[src/rtl/alu_host_sequencer_pkg.sv]
// ---------------------------------------------------------------------------
// alu_host_sequencer_pkg
//   Shared definitions for the arithmetic-unit host sequencer: opcode
//   constants, default datapath width, sequencer state type and a small
//   helper that tells single-word from two-word result operations.
// ---------------------------------------------------------------------------
package alu_host_sequencer_pkg;

    localparam int unsigned W_DEFAULT = 64;

    localparam logic [1:0] OP_ADD = 2'b00;
    localparam logic [1:0] OP_SUB = 2'b01;
    localparam logic [1:0] OP_MUL = 2'b10;
    localparam logic [1:0] OP_DIV = 2'b11;

    typedef enum logic [2:0] {
        ST_IDLE,
        ST_START,
        ST_LOAD_Y,
        ST_LOAD_X,
        ST_WAIT,
        ST_RESP
    } seq_state_e;

    // mul/div return two words (hi/remainder then lo/quotient);
    // add/sub return a single word.
    function automatic logic is_two_word(input logic [1:0] op);
        return (op == OP_MUL) || (op == OP_DIV);
    endfunction

endpackage

[src/rtl/alu_seq_timer.sv]
// ---------------------------------------------------------------------------
// alu_seq_timer
//   Watchdog counter for the sequencer WAIT state. Counts up from zero
//   while enabled and stops (saturates) at TIMEOUT_CYCLES-1, where it
//   asserts expired. clear has priority over enable.
//
// Ports
//   clk      in   clock, rising edge
//   rst      in   synchronous active-high reset
//   clear    in   return count to zero
//   enable   in   advance count by one (unless already expired)
//   expired  out  count == TIMEOUT_CYCLES-1
// ---------------------------------------------------------------------------
module alu_seq_timer #(
    parameter int unsigned TIMEOUT_CYCLES = 512
) (
    input  logic clk,
    input  logic rst,
    input  logic clear,
    input  logic enable,
    output logic expired
);

    localparam int unsigned CW = (TIMEOUT_CYCLES > 1) ? $clog2(TIMEOUT_CYCLES) : 1;
    localparam logic [CW-1:0] LAST = CW'(TIMEOUT_CYCLES - 1);

    logic [CW-1:0] count;

    always_ff @(posedge clk) begin
        if (rst || clear) begin
            count <= '0;
        end else if (enable && !expired) begin
            count <= count + CW'(1);
        end
    end

    assign expired = (count == LAST);

endmodule

[src/rtl/alu_host_sequencer.sv]
// ---------------------------------------------------------------------------
// alu_host_sequencer
//   Bus-side initiator for the arithmetic unit. Takes one operation per
//   valid/ready request, pulses alu_bgn, presents operand y then x on
//   alu_inbus, waits for alu_stop and captures the result word(s) from
//   alu_outbus, then offers them on a valid/ready response port. A WAIT
//   watchdog aborts with rsp_err=1 if stop never arrives.
//
// Ports
//   clk, rst               clock / synchronous active-high reset
//   req_valid/req_ready    request handshake (ready only in IDLE)
//   req_opcode             00 add, 01 sub, 10 mul, 11 div
//   req_x, req_y           first / second operand
//   rsp_valid/rsp_ready    response handshake (valid held until ready)
//   rsp_hi, rsp_lo         result words (hi=0 for add/sub)
//   rsp_err                timeout abort, data forced to zero
//   alu_bgn                one-cycle start pulse to the arithmetic unit
//   alu_opcode             opcode, stable through the operation
//   alu_inbus              operand bus, zero outside the two load cycles
//   alu_stop               arithmetic unit done
//   alu_outbus             result bus from the arithmetic unit
// ---------------------------------------------------------------------------
module alu_host_sequencer
    import alu_host_sequencer_pkg::*;
#(
    parameter int unsigned W              = W_DEFAULT,
    parameter int unsigned TIMEOUT_CYCLES = 512
) (
    input  logic         clk,
    input  logic         rst,
    input  logic         req_valid,
    output logic         req_ready,
    input  logic [1:0]   req_opcode,
    input  logic [W-1:0] req_x,
    input  logic [W-1:0] req_y,
    output logic         rsp_valid,
    input  logic         rsp_ready,
    output logic [W-1:0] rsp_hi,
    output logic [W-1:0] rsp_lo,
    output logic         rsp_err,
    output logic         alu_bgn,
    output logic [1:0]   alu_opcode,
    output logic [W-1:0] alu_inbus,
    input  logic         alu_stop,
    input  logic [W-1:0] alu_outbus
);

    seq_state_e state, state_nxt;

    logic [1:0]   op_r;
    logic [W-1:0] x_r;
    logic [W-1:0] y_r;
    logic [W-1:0] prev_out;
    logic [W-1:0] hi_r;
    logic [W-1:0] lo_r;
    logic         err_r;

    logic accept;
    logic capture_stop;
    logic capture_timeout;
    logic timer_expired;

    alu_seq_timer #(
        .TIMEOUT_CYCLES(TIMEOUT_CYCLES)
    ) u_timer (
        .clk    (clk),
        .rst    (rst),
        .clear  (state != ST_WAIT),
        .enable (state == ST_WAIT),
        .expired(timer_expired)
    );

    // State register
    always_ff @(posedge clk) begin
        if (rst) begin
            state <= ST_IDLE;
        end else begin
            state <= state_nxt;
        end
    end

    // Next state and state-decoded outputs
    always_comb begin
        state_nxt       = state;
        req_ready       = 1'b0;
        rsp_valid       = 1'b0;
        alu_bgn         = 1'b0;
        alu_inbus       = '0;
        accept          = 1'b0;
        capture_stop    = 1'b0;
        capture_timeout = 1'b0;

        case (state)
            ST_IDLE: begin
                req_ready = 1'b1;
                if (req_valid) begin
                    accept    = 1'b1;
                    state_nxt = ST_START;
                end
            end
            ST_START: begin
                alu_bgn   = 1'b1;
                state_nxt = ST_LOAD_Y;
            end
            ST_LOAD_Y: begin
                alu_inbus = y_r;
                state_nxt = ST_LOAD_X;
            end
            ST_LOAD_X: begin
                alu_inbus = x_r;
                state_nxt = ST_WAIT;
            end
            ST_WAIT: begin
                // stop takes priority over a coincident timeout
                if (alu_stop) begin
                    capture_stop = 1'b1;
                    state_nxt    = ST_RESP;
                end else if (timer_expired) begin
                    capture_timeout = 1'b1;
                    state_nxt       = ST_RESP;
                end
            end
            ST_RESP: begin
                rsp_valid = 1'b1;
                if (rsp_ready) begin
                    state_nxt = ST_IDLE;
                end
            end
            default: begin
                state_nxt = ST_IDLE;
            end
        endcase
    end

    // Request latch, outbus history and result capture
    always_ff @(posedge clk) begin
        if (rst) begin
            op_r     <= '0;
            x_r      <= '0;
            y_r      <= '0;
            prev_out <= '0;
            hi_r     <= '0;
            lo_r     <= '0;
            err_r    <= 1'b0;
        end else begin
            if (accept) begin
                op_r <= req_opcode;
                x_r  <= req_x;
                y_r  <= req_y;
            end

            // The unit presents the first result word one cycle before
            // stop rises, so keep the previous cycle's bus value around.
            if (state == ST_WAIT) begin
                prev_out <= alu_outbus;
            end

            if (capture_stop) begin
                if (is_two_word(op_r)) begin
                    hi_r <= prev_out;
                    lo_r <= alu_outbus;
                end else begin
                    hi_r <= '0;
                    lo_r <= prev_out;
                end
                err_r <= 1'b0;
            end else if (capture_timeout) begin
                hi_r  <= '0;
                lo_r  <= '0;
                err_r <= 1'b1;
            end
        end
    end

    assign alu_opcode = op_r;
    assign rsp_hi     = hi_r;
    assign rsp_lo     = lo_r;
    assign rsp_err    = err_r;

endmodule

[config.mk]
export PLATFORM = sky130hd
export DESIGN_NAME = alu_host_sequencer
export DESIGN_NICKNAME = d
export VERILOG_FILES = /design/src/rtl/alu_host_sequencer_pkg.sv /design/src/rtl/alu_seq_timer.sv /design/src/rtl/alu_host_sequencer.sv
export SDC_FILE = /design/constraint.sdc
export NUM_CORES = 1
export LEC_CHECK = 0
export CAP_MARGIN = 15
export CORE_UTILIZATION = 36
export CTS_CLUSTER_DIAMETER = 30
export CTS_CLUSTER_SIZE = 30
export DETAILED_ROUTE_END_ITERATION = 8
export PLACE_DENSITY = 0.72
export REMOVE_ABC_BUFFERS = 1
export SLEW_MARGIN = 20
export SYNTH_ARGS = -nofsm -noshare
export SYNTH_HDL_FRONTEND = slang
export SYNTH_SLANG_ARGS = --single-unit
[constraint.sdc]
create_clock -name clk -period 1.78 [get_ports clk]
set_input_delay 0.267 -clock clk [delete_from_list [all_inputs] [get_ports clk]]
set_output_delay 0.267 -clock clk [all_outputs]
set_load 0.01 [all_outputs]
==> impl_metrics.ini, run 1 <==
[run_status]
status = complete, but fails checks
violations = setup timing

[routing]
wl_met1_mm = 19.27
maxUsedRoutingLayer = met5
dr_wl_met3_mm = 3.056
firstDrtPassIters = 5
ant_nets = 0
vias = 12220
wl_mm = 47.36
dr_wl_met2_mm = 22.55
wl_per_cell_um = 20.25
drc = 0
drt_iter0_drc = 789
vias_per_cell = 5.226

[floorplan]
die_area_sq_mm = 0.03533
die_width_um = 188.0
start_util_pct = 36.85
die-height_um = 188.0
fp-row-count = 67
core_area_sq_mm = 0.03378
io_pins = 397

[synthesis]
syn_inst = 1350
synth-async-reset-ratio_pct = 0
synth_edf_count = 0
yosysSeqAreaShare_pct = 53.86
synth.largest_area_cell = dfxtp_1
synth_warnings = 0
avgSynthCellArea_sq_um = 9.223
yosys.area.top_type_share_pct = 53.86
synth.most_common_cell = nand2_1
ys_seq_elements = 335
synth.cell_area_sq_mm = 0.01245
synth_area_leaders = dfxtp_1 54%, nand2_1 12%, a22o_1 9.0%
synth_cell_type_count = 37
synth_common_cells = 393 x nand2_1, 335 x dfxtp_1, 200 x a21oi_1, 128 x a22o_1, 66 x mux2i_1
synthFlopType = dfxtp_1

[placed_design]
portBuffers = 396
dp_cells = 2143
hpwlAfterDp_mm = 28.37
globalplace.congestion = 0.9604

[cts]
cts_buffers = 74
clk_path_buf_depth = 3
cts_tree = done
hold_buffers = 0
path_clk_slew_ns = 0.05
root_buffer = clkbuf_16
htreeDepth = 3
cts_sinks = 335
insertion_delay_ns = 0.58

[setup_path]
r2r_start = u_timer.count[1]
worstSetupStartpointType = flip-flop
rrSetupSlack_ns = -0.27
r2r_cells = 12
cp-startpoint = state[2]
required_ns = 1.51
crit_fanout = 5
path_class = flip-flop to primary output
timing.rr.end = rsp_hi[57]
endpoint = alu_inbus[30]
end_kind = primary output
cp_data_arrival_time_ns = 1.95

[global_routing]
grt_max_degree = 142
track_usage_pct = 25.28
grt_pass1_vias = 12280
antenna_found_initial = 6
grt_pass1_wl_mm = 69.59
overflow = 0

[sta]
fin_crit_sh_pct = 124.7
tightest_slew_ns = 0.7401
finClkSkew_ns = 0.02981
slew_viol_final = 0
fin_ws_ns = -0.4395
hold_viol = 0
maxSlewHeadroom_pct = 50.66
fin_crit_ns = 2.220
max_freq_mhz = 450.5
rsz0062_at_grt = yes
setup_viol = 192

[pwr]
peakVddDrop_mv = 0.9773
fin_total_pwr_mw = 24.90
powerDensity_mw_per_mm2 = 1176
p_leak_nw = 8.845

[run]
maxCapViolations = 0

[min_path]
hold_class = input port to flip-flop

[finish]
drive_gt1_share_pct = 21.58
nets = 2027
fin_cells = 2339
synthToLayoutAreaGrowth_pct = 70.10
[timing repair]
action,4_1_cts,5_1_grt
setup endpoints to repair,213,244
endpoints found under the hold margin,0,0
pin swaps,67,23
gates cloned,18,7
gates resized for setup,427,91
setup buffers,38,11
[metrics by stage]
stage | utilization [%] | cell area (sq um) | hold slack, ns | setup TNS [ns] | setup slack (ns)
final | 62.69 | 21180 | 0.2435 | -40.26 | -0.4395
after global routing | 62.69 | 21180 | 0.2337 | -52.79 | -0.5380
after CTS | 61.71 | 20850 | 0.2169 | -38.81 | -0.4190
after detailed placement | 50.81 | 17160 | 0.4462 | -26.78 | -0.1721
after global placement | 50.81 | 17160 | 0.4433 | -19.58 | -0.1351
after floorplan | - | 11870 | 0.3361 | -1073.54 | -4.605
[power by group]
group / switching [mW] / internal, mW
Sequential: 0.232 / 7.83
Combinational: 1.28 / 1.36
Clock: 4.42 / 9.79
[layer usage]
layer	global-route usage, %	vias to the layer above
met5	0	-
met2	40.14	495
met1	30.87	5853
li1	-	5723
met3	6.476	150
met4	14.88	2
[cell usage in the layout (no fill, tap or decap), types with 4 or more instances in the layout]
| cell | n |
|---|---|
| clkbuf_16 | 82 |
| clkinv_2 | 13 |
| diode_2 | 5 |
| o2bb2ai_2 | 59 |
| nand2_1 | 393 |
| clkdlybuf4s50_1 | 257 |
| clkbuf_1 | 8 |
| dlygate4sd2_1 | 29 |
| dlymetal6s2s_1 | 42 |
| bufinv_16 | 11 |
| buf_2 | 53 |
| buf_16 | 12 |
| nor2_1 | 8 |
| a22o_1 | 128 |
| buf_8 | 11 |
| o2bb2ai_4 | 4 |
| clkdlybuf4s15_2 | 5 |
| buf_6 | 30 |
| clkbuf_8 | 9 |
| clkinvlp_4 | 9 |
| buf_12 | 29 |
| dfxtp_1 | 328 |
| dfxtp_2 | 4 |
| inv_6 | 5 |
| buf_4 | 43 |
| mux2i_1 | 66 |
| a21oi_1 | 198 |
[area by class of cell]
class | instances | area (sq um)
fillers | 2651 | 12600
flip-flops and latches | 335 | 6723
multi-input cells | 897 | 5694
repair buffers | 517 | 5560
clock buffers | 93 | 2056
clock inverters | 43 | 569.3
well taps | 448 | 560.5
diodes | 5 | 12.51
inverters | 1 | 3.754
[how the worst min path moves through the flow]
stage	slack [ns]	from	to	cells past startpoint
5_1_grt	0.23	req_x[61]	x_r[61]	3
4_1_cts	0.22	req_y[58]	y_r[58]	3
3_5_place_dp	0.45	rsp_lo[22]	rsp_lo[22]	1
2_1_floorplan	0.34	rst	alu_opcode[0]	1
6_report	0.24	req_x[11]	x_r[11]	3
3_3_place_gp	0.44	x_r[28]	x_r[28]	2
[sequential cells by signal (all words and copies together), names as in the netlist, 2 cells and up]
| register | count |
|---|---|
| alu_opcode | 2 |
| prev_out | 64 |
| rsp_hi | 64 |
| rsp_lo | 64 |
| state | 3 |
| u_timer.count | 9 |
| x_r | 64 |
| y_r | 64 |
[cell families (layout without fill, tap and decap cells)]
kind of cell	Yosys count	count (layout)	share of synthesized area [%]
flops	335	335	53.86
mux	66	66	5.306
xor+xnor	5	5	0.3518
buf+inv	118	654	4.713
other cells	0	5	0
compound gates	399	399	21.97
fa+ha+maj	2	2	0.2010
simple gates	425	425	13.60
[worst max-delay path, stage by stage, from the launching register on]
cell and delay, ns:
dfxtp_4 0.35, nor3b_4 0.27, buf_12 0.15, buf_12 0.12, buf_8 0.12, buf_16 0.11, a22o_1 0.14, buf_2 0.13
Power figures use the tool's default switching activity.
==> run 2: changes to the inputs <==
Settings changed: SLEW_MARGIN 20 to 25, SYNTH_HIERARCHICAL from default to 1.
==> run 2 against run 1 <==
Net effect: via count is 2.0% higher; the flow still finishes with violations (setup timing); first-iteration DRC count is 6.1% higher; combinational power is 6% higher; cell area is 0.76% higher; largest cell class unchanged.
==> impl_metrics.ini, run 2 <==
[synthesis]
synth_cell_type_count = 34
synth_area_leaders = dfxtp_1 54%, nand2_1 12%, a22o_1 9.0%
synth.cell_area_sq_mm = 0.01243
avgSynthCellArea_sq_um = 9.184
ys_seq_elements = 335
synth_edf_count = 0
syn_inst = 1353
yosys.area.top_type_share_pct = 53.97
synth_warnings = 6
synth.largest_area_cell = dfxtp_1
synth_common_cells = 393 x nand2_1, 335 x dfxtp_1, 202 x a21oi_1, 128 x a22o_1, 70 x buf_2
synth-async-reset-ratio_pct = 0
synth.most_common_cell = nand2_1
yosysSeqAreaShare_pct = 53.97
synthFlopType = dfxtp_1

[floorplan]
die-height_um = 187.8
die_area_sq_mm = 0.03526
io_pins = 397
fp-row-count = 67
start_util_pct = 36.78
core_area_sq_mm = 0.03378
die_width_um = 187.8

[cts]
clk_path_buf_depth = 3
cts_tree = done
insertion_delay_ns = 0.58
cts_buffers = 73
cts_sinks = 335
htreeDepth = 3
path_clk_slew_ns = 0.05
root_buffer = clkbuf_16
hold_buffers = 0

[sta]
setup_viol = 182
finClkSkew_ns = 0.02576
tightest_slew_ns = 0.6188
hold_viol = 0
slew_viol_final = 0
fin_crit_ns = 2.199
max_freq_mhz = 454.7
rsz0062_at_grt = yes
fin_crit_sh_pct = 123.6
fin_ws_ns = -0.4194
maxSlewHeadroom_pct = 58.75
setup-tns-final_ns = -33.34

[setup_path]
end_kind = primary output
crit_fanout = 6
slowest_stage = dfxtp_2
path_cells = nor3b_4 -> buf_6 -> buf_12 -> buf_8 -> buf_16 -> a22o_1 -> buf_2
cpLargestDelayFamily = buffers and inverters
cp.buffers_inverters = 5
worstSetupStartpointType = flip-flop
required_ns = 1.51
cpPeakStageDelay_ns = 0.33
path_class = flip-flop to primary output
cp_data_arrival_time_ns = 1.93

[routing]
drc = 0
vias_per_cell = 5.331
vias = 12470
wl_per_cell_um = 20.94
wl_mm = 48.99
ant_nets = 0
firstDrtPassIters = 5
drt_iter0_drc = 837

[finish]
nFillCells = 2603
post-route-util_pct = 63.17
nets = 2032
most-common-layout-cells = 390 x nand2_1, 326 x dfxtp_1, 260 x clkdlybuf4s50_1, 197 x a21oi_1, 126 x a22o_1
drive_gt1_share_pct = 21.75
synthToLayoutAreaGrowth_pct = 71.75
final_common_cell = nand2_1

[global_routing]
grt_pass1_vias = 12330
track_usage_pct = 25.37
grt_pass1_wl_mm = 69.86
grt_max_degree = 85
antenna_found_initial = 2
overflow = 0

[placed_design]
hpwlAfterDp_mm = 27.52
pre_cts_ws_ns = -0.1925
portBuffers = 396
globalplace.congestion = 0.9129

[run]
maxCapViolations = 0

[min_path]
hold_class = input port to flip-flop

[pwr]
powerDensity_mw_per_mm2 = 1150
p_leak_nw = 8.822
peakVddDrop_mv = 0.8027

[run_status]
status = complete, but fails checks
violations = setup timing
## run 2: cell count changes after synthesis, moves of 2 or more
cell	previous run	this run
a21oi_1	200	202
buf_1	10	0
buf_2	58	70
buf_4	7	4
buf_6	6	0
clkbuf_1	36	43
inv_1	1	4
nand3_1	3	1
nor2_1	10	6
o21ai_0	2	4
or2_2	0	2
or3_2	0	2
xor2_1	3	0
## run 2: worst paths after layout
path / start / endpoint / slack [ns] / depth (start not counted)
setup / recovery: state[1] / alu_inbus[59] / -0.42 / 7
setup reg to reg: u_timer/count[0] / rsp_hi[17] / -0.21 / 11
hold / removal: rst / prev_out[60] / 0.22 / 3
hold reg to reg: x_r[13] / x_r[13] / 0.45 / 2
## run 2: metal layers
layer / vias to the layer above / global-route usage, % / share of wire [%]
li1: 5719 / - / -
met1: 6010 / 30.76 / 41
met2: 542 / 41.15 / 47
met3: 199 / 5.184 / 6.3
met4: 0 / 15.88 / 6.4
met5: - / 0 / 0
## run 2: worst register-to-register path: stages, from the launching register on
cell	delay, ns
dfxtp_2	0.33
ha_4	0.16
nand2_2	0.07
nor3_2	0.04
ha_2	0.18
or2_4	0.25
a21oi_4	0.19
buf_12	0.15
buf_16	0.13
buf_12	0.16
buf_16	0.15
a22o_1	0.12
## run 2: per-stage QoR
| step | cells | instance area [sq um] | hold WS, ns | total power, mW |
|---|---|---|---|---|
| after floorplan | 1236 | 11880 | 0.3361 | 9.073 |
| after CTS | 2325 | 20790 | 0.2191 | 24.54 |
| after global routing | 2339 | 21340 | 0.2344 | 25.34 |
| final | 2339 | 21340 | 0.2188 | 24.55 |
| after global placement | 2145 | 17250 | 0.4414 | 10.32 |
| after detailed placement | 2145 | 17250 | 0.4463 | 10.37 |
## run 2: layout make-up
cell class	instances	area (sq um)	share of cell area [%]
Antenna cell	1	2.502	0.01173
Clock buffer	94	2028	9.504
Clock inverter	40	504.2	2.363
Inverter	4	17.52	0.08208
Multi-Input combinational cell	897	5678	26.61
Sequential cell	335	6723	31.50
Tap cell	448	560.5	2.627
Timing Repair Buffer	520	5827	27.30
## run 2: cells by family (layout without fill, tap and decap cells)
kind of cell,after synthesis,after routing,synth area share (%)
AND/OR/NAND/NOR,423,423,13.64
other,0,1,0
AO/OA/AOI/OAI,403,403,22.17
XOR/XNOR,3,3,0.2115
flip-flops,335,335,53.97
multiplexers,66,66,5.317
buffers and inverters,121,658,4.481
adder cells (fa/ha/maj),2,2,0.2014
## run 2: power by group
group	leakage [nW]	switching [mW]	internal, mW	total [mW]
sequential	2.72	0.200	7.83	8.03
combinational	4.87	1.36	1.43	2.79
clock	1.23	4.36	9.36	13.7
total	8.82	5.92	18.6	24.5
## run 2: timing repair
action	CTS	global route
gates cloned	21	11
setup buffers	29	10
pin swaps	39	19
endpoints found under the hold margin	0	0
gates resized for setup	425	92
endpoints found under the setup margin	225	270
